<file path="src/rtl/placar_pkg.sv">
// Shared types and constants for the scoreboard score-update controller.
package placar_pkg;

  typedef enum logic [2:0] {
    IDLE,
    GRANT,
    COMPUTE,
    WRITE,
    ACK
  } state_t;

  localparam logic HOME = 1'b0;
  localparam logic AWAY = 1'b1;

  localparam int MAX_SCORE_DEF = 99;

endpackage

</file>
<file path="src/rtl/somador_subitrator7bts.sv">
// 7-bit adder/subtractor: S = A + B (i_cin=0) or A - B (i_cin=1, two's complement).
// For subtraction o_cout = 1 means no borrow (A >= B).
module somador_subitrator7bts (
  input  logic [6:0] i_a,
  input  logic [6:0] i_b,
  input  logic       i_cin,
  output logic [6:0] o_s,
  output logic       o_cout
);

  logic [6:0] w_b_eff;

  assign w_b_eff       = i_b ^ {7{i_cin}};
  assign {o_cout, o_s} = {1'b0, i_a} + {1'b0, w_b_eff} + {7'b0, i_cin};

endmodule

</file>
<file path="src/rtl/controlador_placar.sv">
// Score-update controller: round-robin arbitration of home/away point requests
// over one shared adder/subtractor, with saturation at MAX_SCORE and clamp at 0.
module controlador_placar
  import placar_pkg::*;
#(
  parameter int MAX_SCORE = MAX_SCORE_DEF
) (
  input  logic       clk,
  input  logic       rst,
  input  logic       req_home,
  input  logic       req_away,
  input  logic [1:0] pts_home,
  input  logic [1:0] pts_away,
  input  logic       sub_home,
  input  logic       sub_away,
  input  logic       clr,
  output logic [6:0] score_home,
  output logic [6:0] score_away,
  output logic       ack_home,
  output logic       ack_away,
  output logic       busy,
  output logic       sat
);

  localparam logic [6:0] MAX7 = 7'(MAX_SCORE);

  state_t     r_state;
  state_t     w_next;
  logic       r_last_grant;
  logic       r_grant_id;
  logic [6:0] r_op_a;
  logic [1:0] r_op_b;
  logic       r_op_sub;
  logic [6:0] r_res;
  logic       r_cout;
  logic       r_sat;
  logic [6:0] r_score_home;
  logic [6:0] r_score_away;

  logic       w_pick;
  logic [6:0] w_sum;
  logic       w_cout;
  logic [6:0] w_wr_val;
  logic       w_wr_sat;

  // NOTE: sequential state uses non-blocking assignments so every register
  // samples pre-edge values, independent of statement order.
  always_ff @(posedge clk or posedge rst) begin
    if (rst) r_state <= IDLE;
    else     r_state <= w_next;
  end

  // NOTE: every combinational output gets a default first, so no path leaves
  // it unassigned and no latch is inferred.
  always_comb begin
    w_next = r_state;
    unique case (r_state)
      IDLE:    if (req_home || req_away) w_next = GRANT;
      GRANT:   w_next = COMPUTE;
      COMPUTE: w_next = WRITE;
      WRITE:   w_next = ACK;
      ACK:     w_next = IDLE;
      default: w_next = IDLE;
    endcase
    if (clr) w_next = IDLE;
  end

  // Round-robin: on a tie the team not served last wins.
  always_comb begin
    w_pick = ~r_last_grant;
    if (req_home && !req_away)      w_pick = HOME;
    else if (req_away && !req_home) w_pick = AWAY;
  end

  somador_subitrator7bts u_somador (
    .i_a    (r_op_a),
    .i_b    ({5'b0, r_op_b}),
    .i_cin  (r_op_sub),
    .o_s    (w_sum),
    .o_cout (w_cout)
  );

  // A borrow on subtract clamps to 0; an add above MAX_SCORE saturates.
  always_comb begin
    w_wr_val = r_res;
    w_wr_sat = 1'b0;
    if (r_op_sub) begin
      if (!r_cout) begin
        w_wr_val = 7'd0;
        w_wr_sat = 1'b1;
      end
    end else if (r_res > MAX7) begin
      w_wr_val = MAX7;
      w_wr_sat = 1'b1;
    end
  end

  always_ff @(posedge clk or posedge rst) begin
    if (rst) begin
      r_last_grant <= AWAY;
      r_grant_id   <= HOME;
      r_op_a       <= '0;
      r_op_b       <= '0;
      r_op_sub     <= 1'b0;
      r_res        <= '0;
      r_cout       <= 1'b0;
      r_sat        <= 1'b0;
      r_score_home <= '0;
      r_score_away <= '0;
    end else if (clr) begin
      r_score_home <= '0;
      r_score_away <= '0;
      r_sat        <= 1'b0;
    end else begin
      unique case (r_state)
        GRANT: begin
          r_grant_id <= w_pick;
          r_op_a     <= (w_pick == HOME) ? r_score_home : r_score_away;
          r_op_b     <= (w_pick == HOME) ? pts_home : pts_away;
          r_op_sub   <= (w_pick == HOME) ? sub_home : sub_away;
        end
        COMPUTE: begin
          r_res  <= w_sum;
          r_cout <= w_cout;
        end
        WRITE: begin
          r_sat <= w_wr_sat;
          if (r_grant_id == HOME) r_score_home <= w_wr_val;
          else                    r_score_away <= w_wr_val;
        end
        ACK:     r_last_grant <= r_grant_id;
        default: ;
      endcase
    end
  end

  assign score_home = r_score_home;
  assign score_away = r_score_away;
  assign busy       = (r_state != IDLE);
  assign ack_home   = (r_state == ACK) && (r_grant_id == HOME);
  assign ack_away   = (r_state == ACK) && (r_grant_id == AWAY);
  assign sat        = (r_state == ACK) && r_sat;

endmodule
</file>
<file path="config.mk">
export PLATFORM = sky130hd
export DESIGN_NAME = controlador_placar
export DESIGN_NICKNAME = d
export VERILOG_FILES = /design/src/rtl/placar_pkg.sv /design/src/rtl/somador_subitrator7bts.sv /design/src/rtl/controlador_placar.sv
export SDC_FILE = /design/constraint.sdc
export NUM_CORES = 1
export LEC_CHECK = 0
export BUFFER_PORTS_ARGS = -buffer_cell sky130_fd_sc_hd__buf_4
export CAP_MARGIN = 10
export CORE_ASPECT_RATIO = 1.75
export CORE_MARGIN = 1
export CORE_UTILIZATION = 50
export DETAILED_ROUTE_END_ITERATION = 16
export HOLD_SLACK_MARGIN = 0.02
export PLACE_DENSITY_LB_ADDON = 0.12
export SLEW_MARGIN = 20
export SYNTH_ARGS = -nofsm -noshare
export SYNTH_HDL_FRONTEND = slang
export SYNTH_SLANG_ARGS = --single-unit
</file>
<file path="constraint.sdc">
create_clock -name clk -period 2 [get_ports clk]
set_input_delay 0.2 -clock clk [delete_from_list [all_inputs] [get_ports clk]]
set_output_delay 0.2 -clock clk [all_outputs]
set_load 0.02 [all_outputs]
</file>
==> Yosys cells after proc, flatten, opt, wreduce, memory -nomap -nowiden <==
Cells that the tools add are included.
{ "totals": {"out_inout_bits": 18, "word_cells": 63, "ff_bits": 38, "input_bits": 11} }
{ "op_classes": {"muxes": 22, "reduce_logical": 17, "bitwise_logic": 4, "n_eq_ne": 6, "addsub": 2, "magnitude_cmp": 1} }
{ "ops": {"columns": ["cell", "count"], "rows": [
  ["7-bit two-way mux", 10],
  ["3-bit case mux with 4 select lines", 1],
  ["2-bit AND reduction", 5],
  ["7-bit by 7-bit adder with 8-bit output", 1],
  ["8-bit by 1-bit adder with 8-bit output", 1],
  ["1-bit two-way mux", 8],
  ["7-bit greater-than comparator, second input constant", 1],
  ["2-bit by 7-bit bitwise XOR with 7-bit output", 1],
  ["3-bit by 2-bit equality test with 1-bit output, second input constant", 2],
  ["3-bit two-way mux", 2],
  ["1-bit logical AND", 5],
  ["2-bit nonzero test", 2],
  ["3-bit by 1-bit equality test with 1-bit output, second input constant", 1],
  ["3-bit equality test, second input constant", 1],
  ["3-bit zero test", 1],
  ["3-bit inequality test, second input constant", 1],
  ["1-bit inverter", 3],
  ["3-bit nonzero test", 1],
  ["1-bit zero test", 2],
  ["2-bit two-way mux", 1],
  ["2-bit inequality test, second input constant", 1],
  ["1-bit logical OR", 1]
]} }

==> Logic depth before layout (Yosys ltp) <==
Gate-level depths: netlist (run 1).
{ "logic_depth": {"word_depth": 6, "ltp_mapped": 7, "ltp_nobuf": 7} }

==> Cells and area by module <==
Synthesis (run 1) repeated with hierarchy kept, for this count alone.
{ "unflattened": {"hier_cells": 202, "hier_area_um2": 2158.3} }
{ "modules_own_cells": {"columns": ["mod", "seq_area_each_um2", "n_inst", "cells_per_inst", "area_each_um2"], "rows": [
  ["controlador_placar", 952.2, 1, 164, 1836.8],
  ["somador_subitrator7bts", 0.0, 1, 38, 321.6]
]} }

==> Worst setup path after synthesis (run 1) <==
Ideal clock, no wire load.
{ "synth_path": {"path_type": "register -> register", "startpoint": "reg r_op_sub", "endpoint": "reg r_res[6]", "path_buffers": 0, "arrival_ns": 1.918, "synth_period_minus_slack_ns": 2.049, "slack_ns": -0.049, "setup_ns": 0.131, "t_required_ns": 1.869, "path_stages_with_launch": 8, "path_cell_list": "dfrtp_1 > mux2_4 > fa_1 > a21o_1 > a31o_2 > a21oi_1 > xor2_1 > o21ai_0"} }
{ "synth_via": {"elab_chain_cells": 3} }
{ "synth_lines": {"columns": ["element", "line_no", "rtl"], "rows": [
  ["start, declared", "controlador_placar.sv:33", "logic r_op_sub;"],
  ["start signal, assigned", "controlador_placar.sv:120", "r_op_sub <= (w_pick == HOME) ? sub_home : sub_away;"],
  ["2-bit by 7-bit bitwise XOR with 7-bit output", "somador_subitrator7bts.sv:13", "assign w_b_eff = i_b ^ {7{i_cin}};"],
  ["7-bit by 7-bit adder with 8-bit output", "somador_subitrator7bts.sv:14", "assign {o_cout, o_s} = {1'b0, i_a} + {1'b0, w_b_eff} + {7'b0, i_cin};"],
  ["8-bit by 1-bit adder with 8-bit output *", "somador_subitrator7bts.sv:14", null],
  ["end signal, assigned", "controlador_placar.sv:123", "r_res <= w_sum;"],
  ["end, declared", "controlador_placar.sv:34", "logic [6:0] r_res;"]
]} }
Mark *: on every way between the ends. The rest lies on a longest branch, timed or not.
A chain may end at the register's enable or synchronous reset.

==> Worst setup path in the final report (run 1) <==
{ "layout_path": {"startpoint": "reg r_op_b[0]", "endpoint": "reg r_res[6]"} }
{ "layout_via": {"elab_chain_cells": 3} }
{ "layout_lines": {"columns": ["element", "line_no", "rtl"], "rows": [
  ["start, declared", "controlador_placar.sv:32", "logic [1:0] r_op_b;"],
  ["start signal, assigned", "controlador_placar.sv:119", "r_op_b <= (w_pick == HOME) ? pts_home : pts_away;"],
  ["2-bit by 7-bit bitwise XOR with 7-bit output", "somador_subitrator7bts.sv:13", null],
  ["7-bit by 7-bit adder with 8-bit output", "somador_subitrator7bts.sv:14", null],
  ["8-bit by 1-bit adder with 8-bit output", "somador_subitrator7bts.sv:14", null]
]} }
Every way passes these cells.

==> results.md, run 1 <==
* Clk root buf: clkbuf_8
* Die height at 83.7 um
* CTS tree: built
* WL/cell at 15.6 um
* DRT iter0 DRCs at 38
* Count of final max-slew check failures at 0
* Post-DP Area at 0.00223 sq mm
* Critical-path maximum fanout at 2
* Mapped Avg Cell Area at between 9 and 10 sq um
* Gr ovfl total at 0
* Clock transition at path regs at ~70 ps
* Arrival time worst endpoint at 2140 ps
* Total number of vias at 1502
* Final Hold Vio Count at 0
* Yosys warns at 0
* CTS Buffer Depth at 2
* Commonest non-fill, non-tap cells in the layout: 40 x buf_4, 36 x dfrtp_1, 24 x nor2_1
* DP Worst Slack at 19.1 ps
* Syn nets at roughly 210
* Maxcap violations at 0
* DR DRC count at 0
* CTS Buf Count at 5
* Critical path type: flop to flop
* Least-Margin Pin Slew at a little over 600 ps
* Hold Path Class: input port to asynchronous set/reset pin
* Final antenna-violating net count at 0
* Most common cell after layout, fill and taps aside: buf_4
* Clock skew at 6.70 ps
* Filler Cell Count at between 300 and 400
* Clock power frac at 0.211
* Post-CTS setup buffers at 0
* VDD IR-drop max at 0.000911 V
* Startpoint types: flop
* Clk sinks at 38
* # IOs at 29
* PD cells at roughly 1300 mW/mm^2
* Final WL at 4340 um
* Antenna diode count at 0
* Max Freq at between 0.5 and 0.6 GHz
* Die ar. at 0.00408 sq mm
* Tcrit/Tclk final at 0.991
* #FFs+latches synth at 38
* Vias in the first global route at 1493
* First-pass GRT wire length at 7130 um
* Share of cells above drive strength 1 at 0.254
* Sw Ratio at 0.360
* Setup TNS at 0 ps
* Layout Nets at between 200 and 300
* Worst hold slack at 39.6 ps
* # hold bufs at CTS at 0
* Min Tclk post-route at 1980 ps
* Distinct cells, synth at 34
* Leakage at 1.09 nW
* Mapped Area at 0.00191 sq mm
* Total GRT Usage at 0.231
* WP data required at 2160 ps
* Flop pwr share at 0.382
* Initial core utilization at 0.526
* Combinational group share of total power at 0.407
* CORE AREA at 0.00363 sq mm
* Largest net degree at the start of global routing at 39
* Final Cell Area at 0.00235 sq mm
* Status: complete, no violations
* Final setup violation count at 0
* Slew margin rel. at 0.596
* Dpl hpwl at around 3200 um
* PnR worst setup slack at 17.2 ps
* Antenna violations before repair at 0
* Post-Syn Instances at about 190
* Worst-Skew Late Latency at 280 ps
* Switching power at about 1.1 mW
* H-tree levels at 2
* Cell Int Power at 1.98 mW
* Area delta synth->final at 23.1%
* Die width at 48.7 um
* GP Congestion at 0.870
* R2r setup slk at 20 ps
* Core Rows at 29
* Drt pass-1 iters at 4
* Worst setup EP type: flop
* Vias/cell at 5.40
* # port buffers at 28
* Post-synthesis sequential area ratio at 0.499
-- final timing paths --
check	start	end	depth (start not counted)
setup / recovery	r_op_b[0]	r_res[6]	7
hold / removal	rst	r_grant_id	3
setup reg to reg	r_op_b[0]	r_res[6]	7
hold reg to reg	score_home[4]	score_home[4]	2
max in group asynchronous	rst	r_op_sub	3
min in group clk	req_home	r_state[0]	2
-- per-layer routing --
| layer | vias to the layer above | part of all wire | GRT usage | wire length, um |
|---|---|---|---|---|
| li1 | 745 | - | - | - |
| met1 | 729 | 0.39 | 0.257 | 1690 |
| met2 | 24 | 0.59 | 0.449 | 2550 |
| met3 | 4 | 0.016 | 0.0273 | 69 |
| met4 | 0 | 0.0072 | 0.0561 | 31 |
| met5 | - | 0 | 0 | 0 |
-- final cells by class --
class                      instances  area (sq um)  share of cell area
inverter                           2          7.51             0.00319
sequential                        38           953               0.406
timing repair buffer              40           300               0.128
tap                               46          57.6              0.0245
clock buffer                       6          82.6              0.0351
multi-input combinational        145           918               0.391
clock inverter                     1          30.0              0.0128
-- power groups by stage --
stage | Sequential [mW] | Clock (mW) | Combinational (mW)
after floorplan | 1.18 | 0 | 0.831
after global placement | 1.18 | 0 | 1.21
after detailed placement | 1.19 | 0 | 1.24
after CTS | 1.18 | 0.664 | 1.25
after global routing | 1.20 | 0.693 | 1.39
final | 1.18 | 0.652 | 1.26
-- cell usage after synthesis, drive strengths merged --
| cell type | number | area share |
|---|---|---|
| fa | 1 | 0.010 |
| dfstp | 1 | 0.014 |
| nand3 | 7 | 0.021 |
| a211oi | 1 | 0.0039 |
| clkbuf | 3 | 0.0066 |
| o21ai | 21 | 0.057 |
| and3 | 2 | 0.0066 |
| buf | 3 | 0.012 |
| mux2 | 3 | 0.020 |
| a21oi | 17 | 0.045 |
| nor2b | 1 | 0.0033 |
| nor2 | 24 | 0.047 |
| nand3b | 5 | 0.020 |
| dfrtp | 37 | 0.49 |
| or3 | 1 | 0.0033 |
| mux2i | 12 | 0.063 |
| o31a | 1 | 0.0046 |
| ha | 6 | 0.039 |
| nand2 | 22 | 0.043 |
| inv | 2 | 0.0039 |
| nor4b | 1 | 0.012 |
| nor3 | 5 | 0.013 |
| a31o | 1 | 0.0046 |
| xor2 | 3 | 0.014 |
| a21o | 2 | 0.0079 |
| a311oi | 1 | 0.0079 |
| xnor2 | 4 | 0.018 |
| nand2b | 4 | 0.013 |
-- metrics by stage --
step | instances | power (mW) | util
2_1_floorplan | 191 | 2.01 | -
3_3_place_gp | 271 | 2.39 | 0.616
3_5_place_dp | 271 | 2.43 | 0.616
4_1_cts | 278 | 3.09 | 0.647
5_1_grt | 278 | 3.28 | 0.648
6_report | 278 | 3.09 | 0.648
-- state kept, by name, indices dropped and copies added (netlist names) --
| name | cells |
|---|---|
| r_last_grant | 1 |
| r_op_a | 7 |
| r_grant_id | 1 |
| score_home | 7 |
| r_sat | 1 |
| score_away | 7 |
| r_cout | 1 |
| r_state | 3 |
| r_op_b | 2 |
| r_op_sub | 1 |
| r_res | 7 |
-- repair_timing --
item | CTS | global route
endpoints found under the hold margin | 0 | 0
resized for setup | 0 | 2
endpoints found under the setup margin | 0 | 1
-- logic make-up (layout without fill, tap and decap cells) --
| kind of cell | after synthesis | count (layout) | synth area share |
|---|---|---|---|
| and+or+nand+nor | 72 | 72 | 0.183 |
| DFF | 38 | 38 | 0.499 |
| muxes | 15 | 15 | 0.0826 |
| buffers and inverters | 8 | 49 | 0.0229 |
| adders and majority gates | 7 | 7 | 0.0498 |
| xor gates and xnor gates | 7 | 7 | 0.0321 |
| AOI/OAI and AO/OA | 44 | 44 | 0.130 |
-- critical path, cell delays in order, from the launching register on --
cell and delay [ps]:
dfrtp_1 390, mux2_4 310, fa_2 350, a21o_1 180
a31o_2 260, a21oi_2 150, xor2_1 160, o21ai_1 70
Power figures use the tool's default switching activity.
==> inputs of run 2 (changes only) <==
--- a/config.mk
+++ b/config.mk
@@ -7,9 +7,11 @@
 export LEC_CHECK = 0
 export BUFFER_PORTS_ARGS = -buffer_cell sky130_fd_sc_hd__buf_4
 export CAP_MARGIN = 10
+export CELL_PAD_IN_SITES_DETAIL_PLACEMENT = 1
+export CELL_PAD_IN_SITES_GLOBAL_PLACEMENT = 1
 export CORE_ASPECT_RATIO = 1.75
 export CORE_MARGIN = 1
-export CORE_UTILIZATION = 50
+export CORE_UTILIZATION = 39
 export DETAILED_ROUTE_END_ITERATION = 16
 export HOLD_SLACK_MARGIN = 0.02
 export PLACE_DENSITY_LB_ADDON = 0.12
==> results.md, run 2 (synthesis results as in run 1) <==
* Status: complete, no violations
* Gr ovfl total at 0 (unchanged)
* Reg2Reg Depth at 7 (unchanged)
* Final Util at 0.499 (-0.148)
* Worst setup EP type: flop
* Overall power at 3.03 mW (-2.0%)
* Non-filler cells in the finished layout at 286 (+2.9%)
* Reg2reg start: r_op_sub
* RSZ-0062 raised after global routing: true
* Dpl hpwl at 3720 um (+16%)
* Tcrit/Tclk final at 0.996 (+0.00434)
* Largest net degree at the start of global routing at 39 (unchanged)
* Final antenna-violating net count at 0 (unchanged)
* Clk sinks at 38 (unchanged)
* Leakage at 1.09 nW (-0.41%)
* Arrival time worst endpoint at 2160 ps (+20 ps)
* RR Endpoint: r_res[6]
* CTS Buffer Depth at 2 (unchanged)
* WL/cell at 16.9 um (+8.4%)
* Post-CTS setup buffers at 0 (unchanged)
* Final Cell Area at 0.00235 sq mm (about the same)
* GP Congestion at 0.856 (-1.6%)
* R2r setup slk at 9 ps (about the same)
* Slew margin rel. at 0.593 (-0.00300)
* Critical path type: flop to flop
* Die height at 94.5 um (+13%)
* Final Hold Vio Count at 0 (unchanged)
* Max Freq at 0.502 GHz (-0.44%)
* Antenna violations before repair at 0 (unchanged)
* Final setup violation count at 0 (unchanged)
* H-tree levels at 2 (unchanged)
* DRT iter0 DRCs at 11 (-71%)
* Register area at 953 sq um (unchanged)
* Initial core utilization at 0.405 (-0.120)
* Share of cells above drive strength 1 at 0.265 (+0.0106)
* Die ar. at 0.00519 sq mm (+27%)
* CTS Buf Count at 5 (unchanged)
* Commonest non-fill, non-tap cells in the layout: 41 x buf_4, 36 x dfrtp_1, 24 x nor2_1
* First-pass GRT wire length at 7920 um (+11%)
* Least-Margin Pin Slew at 610 ps (+4.50 ps)
* Worst-Skew Late Latency at 290 ps (about the same)
* # hold bufs at CTS at 0 (unchanged)
* Setup TNS at 0 ps (unchanged)
* Clock transition at path regs at 80 ps (about the same)
* Filler Cell Count at 563 (+70%)
* Hold Path Class: input port to asynchronous set/reset pin
* Layout Nets at 251 (+0.40%)
* # IOs at 29 (unchanged)
* Final WL at 4830 um (+11%)
* Core Rows at 33 (+14%)
* Vias/cell at 5.41 (about the same)
* WP data required at 2170 ps (about the same)
* CORE AREA at 0.00471 sq mm (+30%)
* Area delta synth->final at 23.2% (about the same)
* Area of the multi-input gates at 922 sq um (+0.41%)
* Antenna diode count at 0 (unchanged)
* Total number of vias at 1546 (+2.9%)
* # port buffers at 28 (unchanged)
* Clk root buf: clkbuf_8
* Vias in the first global route at 1652 (+11%)
* Clock skew at 8.13 ps (+1.43 ps)
* CTS tree: built
* Post-DP Area at 0.00225 sq mm (+0.67%)
* DP Worst Slack at -37.0 ps (-56.2 ps)
* Worst hold slack at 19.2 ps (-20.4 ps)
* Total GRT Usage at 0.216 (-0.0149)
* Critical-path maximum fanout at 4 (+2)
* Crit path from: r_op_sub
* PnR worst setup slack at 8.53 ps (-8.69 ps)
* PD cells at 1290 mW/mm^2 (-2.0%)
* Placed cells at 278 (+2.6%)
* Most common cell after layout, fill and taps aside: buf_4
* Count of final max-slew check failures at 0 (unchanged)
* Min Tclk post-route at 1990 ps (+8.69 ps)
* Die width at 54.9 um (+13%)
* DR DRC count at 0 (unchanged)
* VDD IR-drop max at 0.000765 V (-16%)
* Drt pass-1 iters at 4 (unchanged)
* Startpoint types: flop
* Maxcap violations at 0 (unchanged)
## run 2: worst max-delay path: stages (launching register included)
cell     delay [ps]
dfrtp_2         430
mux2_4          300
fa_2            350
a21o_1          180
a31o_2          260
a21oi_2         130
xor2_1          150
o21ai_1          70
## run 2: worst max-delay path by stage
stage               endpoint  slack (ps)  cells after the start
floorplan           r_res[6]          20                      7
global placement    r_res[6]           8                      7
global route        r_res[6]         -50                      7
finish              r_res[6]           9                      7
detailed placement  r_res[6]         -40                      7
CTS                 r_res[6]         0.8                      7
## run 2: final cells by class
type | instances | area share
sequential | 38 | 0.406
tap | 52 | 0.0277
inverter | 2 | 0.00319
timing repair buffer | 41 | 0.131
multi-input combinational | 145 | 0.392
clock inverter | 2 | 0.00532
clock buffer | 6 | 0.0351
## run 2: timing repair
action / 4_1_cts / 5_1_grt
setup endpoints to repair: 1 / 2
resized for setup: 2 / 1
hold endpoints to repair: 0 / 0
pin swaps: 1 / 1
## run 2: routing by layer
layer	vias up	wire length, um	GRT usage
met5	-	0	0
met4	0	148	0.0962
met3	9	117	0.0322
met2	28	2770	0.394
met1	761	1790	0.229
li1	748	-	-
## run 2: where the power goes
part | internal, mW | total, mW | leakage, nW | switching, mW
registers | 0.980 | 1.16 | 0.480 | 0.185
clock network | 0.277 | 0.554 | 0.0472 | 0.277
logic | 0.605 | 1.31 | 0.563 | 0.704
total | 1.86 | 3.03 | 1.09 | 1.17
